**config.mk**
```make
export PLATFORM = sky130hd
export DESIGN_NAME = riot_io_timer_flat
export DESIGN_NICKNAME = d
export VERILOG_FILES = /design/src/rtl/riot_pkg.sv /design/src/rtl/riot_io_timer_if.sv /design/src/rtl/riot_interval_timer.sv /design/src/rtl/riot_io_timer.sv /design/src/flat_wrapper.sv
export SDC_FILE = /design/constraint.sdc
export NUM_CORES = 1
export LEC_CHECK = 0
export CORE_UTILIZATION = 49
export DETAILED_ROUTE_END_ITERATION = 10
export PLACE_DENSITY = 0.83
export REMOVE_ABC_BUFFERS = 1
export SLEW_MARGIN = 20
export SYNTH_ARGS = -nofsm -noshare
export SYNTH_HDL_FRONTEND = slang
export SYNTH_HIERARCHICAL = 1
export SYNTH_SLANG_ARGS = --single-unit
```
**constraint.sdc**
```tcl
create_clock -name phi2 -period 2.1 [get_ports phi2]
set_input_delay 0.21 -clock phi2 [delete_from_list [all_inputs] [get_ports phi2]]
set_output_delay 0.21 -clock phi2 [all_outputs]
set_load 0.01 [all_outputs]
```
**src/rtl/riot_pkg.sv**
```systemverilog
// Shared types and constants for the RIOT-style I/O + interval timer block.
package riot_pkg;

    typedef enum logic [1:0] {
        PS_1    = 2'd0,
        PS_8    = 2'd1,
        PS_64   = 2'd2,
        PS_1024 = 2'd3
    } prescale_e;

    // Address field positions
    localparam int A_TSPACE   = 4;  // 1 = timer/interrupt space
    localparam int A_PORT_HI  = 3;  // must be 0 for a port access
    localparam int A_TWRITE   = 2;  // timer space: 1 = timer load on write
    localparam int A_TIE      = 3;  // timer load: interrupt enable
    localparam int A_DDR      = 0;  // port space: 1 = DDR, 0 = data
    localparam int A_STATUS   = 0;  // timer read: 1 = status, 0 = count
    localparam int A_EDGE_POL = 0;  // edge control write: 1 = rising
    localparam int A_EDGE_IE  = 1;  // edge control write: interrupt enable

    // Status byte flag positions
    localparam int FLAG_TIMER = 7;
    localparam int FLAG_EDGE  = 6;

    typedef struct packed {
        logic      load;
        logic [7:0] val;
        prescale_e ps;
        logic      rd_clr;
    } tmr_req_t;

    // Terminal prescaler count (P-1) for a prescale setting
    function automatic logic [9:0] ps_last(prescale_e ps);
        case (ps)
            PS_1:    return 10'd0;
            PS_8:    return 10'd7;
            PS_64:   return 10'd63;
            default: return 10'd1023;
        endcase
    endfunction

endpackage

```
**src/rtl/riot_io_timer_if.sv**
```systemverilog
// Register bus between a host and the RIOT I/O timer.
interface riot_io_timer_if;
    logic       cs;
    logic       we_n;
    logic [4:0] A;
    logic [7:0] DI;
    logic [7:0] DO;
    logic       OE;

    modport master (output cs, we_n, A, DI, input DO, OE);
    modport slave  (input cs, we_n, A, DI, output DO, OE);
endinterface

```
**src/rtl/riot_interval_timer.sv**
```systemverilog
// 8-bit interval timer: prescaled down-count, wraps into /1 fast mode and raises its flag.
module riot_interval_timer
    import riot_pkg::*;
(
    input  logic       phi2,
    input  logic       rst_n,
    input  tmr_req_t   req,
    output logic [7:0] count,
    output logic       flag
);

    logic [9:0] pcnt;
    prescale_e  ps;
    logic       fast;
    logic       tick;
    logic       wrap;

    assign tick = fast | (pcnt == ps_last(ps));
    assign wrap = tick & (count == 8'h00);

    always_ff @(posedge phi2) begin
        if (!rst_n) begin
            count <= 8'hFF;
            ps    <= PS_1024;
            pcnt  <= '0;
            fast  <= 1'b0;
            flag  <= 1'b0;
        end else if (req.load) begin
            count <= req.val;
            ps    <= req.ps;
            pcnt  <= '0;
            fast  <= 1'b0;
            flag  <= 1'b0;
        end else begin
            pcnt <= tick ? '0 : pcnt + 10'd1;
            if (tick) count <= count - 8'd1;
            // A wrap landing on a count read keeps the flag set
            if (wrap) begin
                fast <= 1'b1;
                flag <= 1'b1;
            end else if (req.rd_clr) begin
                flag <= 1'b0;
            end
        end
    end

endmodule

```
**src/rtl/riot_io_timer.sv**
```systemverilog
// RIOT-style I/O block: NPORTS 8-bit ports with DDRs, an edge detector on port 0 and an interval timer.
module riot_io_timer
    import riot_pkg::*;
#(
    parameter int NPORTS   = 2,
    parameter int EDGE_BIT = 7
)(
    input  logic                phi2,
    input  logic                rst_n,
    riot_io_timer_if.slave      bus,
    input  logic [NPORTS*8-1:0] PI,
    output logic [NPORTS*8-1:0] PO,
    output logic [NPORTS*8-1:0] DDR,
    output logic                irq_n
);

    logic                   rd, wr, tspace, port_ok;
    logic [1:0]             pn;
    logic [NPORTS-1:0][7:0] po_q, ddr_q, pi_w, port_rd;

    assign rd      = bus.cs & bus.we_n;
    assign wr      = bus.cs & ~bus.we_n;
    assign tspace  = bus.A[A_TSPACE];
    assign pn      = bus.A[2:1];
    assign port_ok = ~tspace & ~bus.A[A_PORT_HI] & (int'(pn) < NPORTS);

    assign pi_w = PI;
    assign PO   = po_q;
    assign DDR  = ddr_q;

    generate
        for (genvar g = 0; g < NPORTS; g++) begin : g_port
            assign port_rd[g] = (po_q[g] & ddr_q[g]) | (pi_w[g] & ~ddr_q[g]);
        end
    endgenerate

    always_ff @(posedge phi2) begin
        if (!rst_n) begin
            po_q  <= '0;
            ddr_q <= '0;
        end else if (wr && port_ok) begin
            for (int i = 0; i < NPORTS; i++) begin
                if (int'(pn) == i) begin
                    if (bus.A[A_DDR]) ddr_q[i] <= bus.DI;
                    else              po_q[i]  <= bus.DI;
                end
            end
        end
    end

    // Timer space reads decode only A[0]; the other address bits are don't-care there
    logic     rd_cnt, rd_stat, t_flag, t_ie;
    logic [7:0] t_count;
    tmr_req_t t_req;

    assign rd_cnt  = rd & tspace & ~bus.A[A_STATUS];
    assign rd_stat = rd & tspace & bus.A[A_STATUS];

    assign t_req.load   = wr & tspace & bus.A[A_TWRITE];
    assign t_req.val    = bus.DI;
    assign t_req.ps     = prescale_e'(bus.A[1:0]);
    assign t_req.rd_clr = rd_cnt;

    riot_interval_timer u_timer (
        .phi2  (phi2),
        .rst_n (rst_n),
        .req   (t_req),
        .count (t_count),
        .flag  (t_flag)
    );

    logic e_cur, e_q, e_hit, e_pol, e_ie, e_flag;

    assign e_cur = PI[EDGE_BIT];
    assign e_hit = e_pol ? (~e_q & e_cur) : (e_q & ~e_cur);

    always_ff @(posedge phi2) begin
        e_q <= e_cur;
        if (!rst_n) begin
            t_ie   <= 1'b0;
            e_pol  <= 1'b0;
            e_ie   <= 1'b0;
            e_flag <= 1'b0;
        end else begin
            if (t_req.load) t_ie <= bus.A[A_TIE];
            if (wr && tspace && !bus.A[A_TWRITE]) begin
                e_pol <= bus.A[A_EDGE_POL];
                e_ie  <= bus.A[A_EDGE_IE];
            end
            if (e_hit)        e_flag <= 1'b1;
            else if (rd_stat) e_flag <= 1'b0;
        end
    end

    logic [7:0] status;

    always_comb begin
        status             = '0;
        status[FLAG_TIMER] = t_flag;
        status[FLAG_EDGE]  = e_flag;
    end

    always_comb begin
        bus.DO = '0;
        bus.OE = 1'b0;
        if (rd) begin
            if (tspace) begin
                bus.OE = 1'b1;
                bus.DO = bus.A[A_STATUS] ? status : t_count;
            end else if (port_ok) begin
                bus.OE = 1'b1;
                for (int i = 0; i < NPORTS; i++)
                    if (int'(pn) == i) bus.DO = bus.A[A_DDR] ? ddr_q[i] : port_rd[i];
            end
        end
    end

    assign irq_n = ~((t_flag & t_ie) | (e_flag & e_ie));

endmodule

```
**src/flat_wrapper.sv**
```systemverilog
// flat-port wrapper written by rule: the top's interface ports become plain ports
module riot_io_timer_flat import riot_pkg::*;
#(
    parameter int NPORTS   = 2,
    parameter int EDGE_BIT = 7
)
  (phi2, rst_n, PI, PO, DDR, irq_n, bus_cs, bus_we_n, bus_A, bus_DI, bus_DO, bus_OE);
  riot_io_timer_if bus_i ();
  input  logic phi2;
  input  logic rst_n;
  input  logic [NPORTS*8-1:0] PI;
  output logic [NPORTS*8-1:0] PO;
  output logic [NPORTS*8-1:0] DDR;
  output logic irq_n;
  input wire logic [$bits(bus_i.cs)-1:0] bus_cs;
  input wire logic [$bits(bus_i.we_n)-1:0] bus_we_n;
  input wire logic [$bits(bus_i.A)-1:0] bus_A;
  input wire logic [$bits(bus_i.DI)-1:0] bus_DI;
  output wire logic [$bits(bus_i.DO)-1:0] bus_DO;
  output wire logic [$bits(bus_i.OE)-1:0] bus_OE;
  assign bus_i.cs = bus_cs;
  assign bus_i.we_n = bus_we_n;
  assign bus_i.A = bus_A;
  assign bus_i.DI = bus_DI;
  assign bus_DO = bus_i.DO;
  assign bus_OE = bus_i.OE;
  riot_io_timer #(.NPORTS(NPORTS), .EDGE_BIT(EDGE_BIT)) u_core (.phi2(phi2), .rst_n(rst_n), .bus(bus_i), .PI(PI), .PO(PO), .DDR(DDR), .irq_n(irq_n));
endmodule
```
==> flow_summary.json <==
{
  "status": "complete, no violations",
  "viasPerCell": 5.98,
  "dr.pass1.iters": 5,
  "io_pins": 75,
  "setup_violations": 0,
  "hp-class": "in2reg",
  "nets": 502,
  "ctsRootBufferMaster": "clkbuf_8",
  "hold_buffers": 0,
  "dieWidth_um": 79.9,
  "track_usage": 0.281,
  "dp_hpwl_mm": 5.97,
  "path_max_fanout": 10,
  "via_count": 3264,
  "clock-skew-final_ns": 0.00892,
  "vdd_drop_max_v": 0.000385,
  "startpoint_type": "flop",
  "placed_cell_area_um2": 3990,
  "end_kind": "flop",
  "antenna_found_initial": 0,
  "synthAdderAreaFrac": 0.0126,
  "cts_buffers": 9,
  "insertion_delay_ns": 0.34,
  "ys_seq_elements": 59,
  "syn-instance-count": 364,
  "drv_cap": 0,
  "power_density_nw_per_um2": 642,
  "clock_path_buffers": 2,
  "routed_wl_mm": 9.17,
  "htreeDepth": 3,
  "worst_slew_pin_slew_ns": 0.428,
  "synth_compound_area_frac": 0.216,
  "syn_to_final_growth_pct": 46.4,
  "synthFlopType": "dfxtp_1",
  "syn_avg_cell_area_um2": 8.18,
  "grt_pass1_wl_mm": 13.6,
  "die_y_um": 79.9,
  "synth_cell_types": 46,
  "grt_pass1_vias": 2855,
  "drive_above_1_share": 0.151,
  "coreArea_um2": 5890,
  "grt_max_degree": 37,
  "synth.area.mux_share": 0.0273,
  "synthArstFlopShare": 0,
  "maxSlewHeadroom": 0.715,
  "synthesis.area_um2": 2980,
  "synthSimpleGateAreaFrac": 0.281,
  "port_buffers": 74,
  "design_area_um2": 4360,
  "drt_iter0_drc": 214,
  "synth_xor_area_frac": 0.0265,
  "synth_top_family_by_area": "simple AND/OR/NAND/NOR gates",
  "final_hold_viol_count": 0,
  "crit_type": "reg2reg",
  "yosysWarningCount": 6,
  "ys_seq_area_frac": 0.397,
  "drc_errors": 0,
  "period_minus_slack_ns": 2.06,
  "clk_pin_slew_ns": 0.06,
  "gp_congestion": 0.862,
  "die_area_um2": 6390,
  "p_leak_nw": 1.64,
  "drtAntennaViolNets": 0,
  "cts_tree": "built",
  "start_util": 0.506,
  "fmax_ghz": 0.486,
  "timing.final.crit_share": 0.980,
  "cts.sinks": 59,
  "grt-ovfl-total": 0,
  "worstPathRequired_ns": 2.32,
  "std_cell_rows": 28,
  "hold-worst-slack_ns": 0.434,
  "synth_edf_count": 0,
  "detail_route.wl_per_cell_um": 16.8,
  "arrival_ns": 2.28,
  "timing.setup.tns_ns": 0,
  "num_antenna_cells": 0,
  "final_max_slew_viol_count": 0
}
==> worst max-delay path, stage by stage (launching register included) <==
cell	delay (ns)
dfxtp_4	0.38
nor4_2	0.27
o21ai_1	0.14
a221oi_4	0.41
a21oi_2	0.15
buf_4	0.18
o41ai_2	0.29
a31oi_1	0.12
==> what timing repair did <==
item                                    in CTS  in global routing
cloned                                       0                  2
gates resized for setup                      9                 16
pin swaps                                    0                  9
endpoints found under the setup margin       8                 10
buffers inserted                             0                  4
==> layer usage <==
| layer | part of all wire | track usage |
|---|---|---|
| met1 | 0.42 | 0.362 |
| met2 | 0.47 | 0.453 |
| met5 | 0 | 0 |
| met3 | 0.073 | 0.0354 |
| met4 | 0.030 | 0.155 |
==> cell type report <==
| class | instances | area, um^2 |
|---|---|---|
| Clock buffer | 12 | 165 |
| Clock inverter | 4 | 95.1 |
| Fill cell | 425 | 1530 |
| Inverter | 4 | 15.0 |
| Multi-Input combinational cell | 279 | 1740 |
| Sequential cell | 59 | 1180 |
| Tap cell | 75 | 93.8 |
| Timing Repair Buffer | 113 | 1060 |
==> cell usage after synthesis (2+ instances only) <==
| library cell | count | share of area |
|---|---|---|
| o32ai_1 | 2 | 0.0059 |
| nor3_1 | 4 | 0.0067 |
| a31oi_1 | 4 | 0.0084 |
| o211ai_1 | 7 | 0.018 |
| nand4b_1 | 2 | 0.0059 |
| nand3_1 | 41 | 0.069 |
| nand3b_1 | 3 | 0.0076 |
| mux2i_1 | 7 | 0.024 |
| inv_1 | 4 | 0.0050 |
| or3_1 | 2 | 0.0042 |
| a21oi_1 | 2 | 0.0034 |
| o41ai_1 | 3 | 0.0088 |
| buf_1 | 2 | 0.0025 |
| nand2b_1 | 21 | 0.044 |
| nor2_1 | 27 | 0.034 |
| clkbuf_1 | 13 | 0.016 |
| o21ai_0 | 63 | 0.11 |
| a221oi_2 | 2 | 0.010 |
| a221oi_1 | 6 | 0.018 |
| or4b_1 | 3 | 0.010 |
| nor2b_1 | 10 | 0.021 |
| a211oi_1 | 7 | 0.018 |
| a22oi_1 | 2 | 0.0050 |
| and3b_1 | 2 | 0.0059 |
| xnor2_1 | 4 | 0.012 |
| dfxtp_1 | 59 | 0.40 |
| buf_2 | 6 | 0.010 |
| o21ai_1 | 3 | 0.0050 |
| nand2_1 | 21 | 0.026 |
| xor2_1 | 5 | 0.015 |
| and3_1 | 7 | 0.015 |
| ha_1 | 3 | 0.013 |
| nor3b_1 | 4 | 0.010 |
==> through the flow <==
step	total power, mW	std cells	utilization	setup slack, ns
after floorplan	1.28	341	-	0.192
after global routing	2.89	546	0.740	-0.0473
final	2.80	546	0.740	0.0418
after global placement	1.47	524	0.678	-0.164
after CTS	2.78	540	0.720	0.00919
after detailed placement	1.48	524	0.678	-0.219
==> path summary, 6_finish.rpt <==
path,from,endpoint,slack (ns),cells after the start
worst min register to register,u_core/u_timer/pcnt[0],u_core/u_timer/pcnt[0],0.46,1
worst min-delay path,PI[7],u_core/e_q,0.43,1
worst max register to register,u_core/u_timer/ps[1],u_core/u_timer/count[5],0.04,7
worst max-delay path,u_core/u_timer/ps[1],u_core/u_timer/count[5],0.04,7
==> cells by family (layout without fill, tap and decap cells) <==
family          Yosys count  in the layout
xor+xnor                  9              9
compound gates          105            106
fa+ha+maj                 3              3
buf+inv                  27            133
flops                    59             59
simple gates            153            153
mux                       8              8
==> power breakdown <==
group | total, mW | internal (mW) | switching [mW] | leakage [nW]
clock | 1.33 | 0.883 | 0.442 | 0.133
sequential | 1.16 | 1.14 | 0.0199 | 0.477
combinational | 0.313 | 0.159 | 0.154 | 1.03
==> cell usage in the layout (no fill, tap or decap), types with 3 or more instances in the layout <==
cell              n
buf_4            36
nor2_1           26
clkdlybuf4s50_1  65
ha_1              3
o21ai_0          59
or4b_1            3
bufinv_16         3
nand2b_1         21
nand3_1          41
inv_1             4
a31oi_1           4
and3_1            7
clkbuf_8         12
a221oi_1          4
a211oi_1          5
xor2_1            5
nor2b_1          10
a221oi_2          3
o21ai_1           7
nor3_1            4
nand2_1          21
nand3b_1          3
dfxtp_1          58
o211ai_1          7
nor3b_1           4
dlygate4sd2_1     7
mux2i_1           7
xnor2_1           4
==> registers in the layout, summed over array words and instances, names as in the netlist, 2 cells and up <==
name,count
u_core/DDR,16
u_core/PO,16
u_core/u_timer/pcnt,10
u_core/u_timer/count,8
u_core/u_timer/ps,2
No activity file was read; power rests on OpenSTA's default activity.
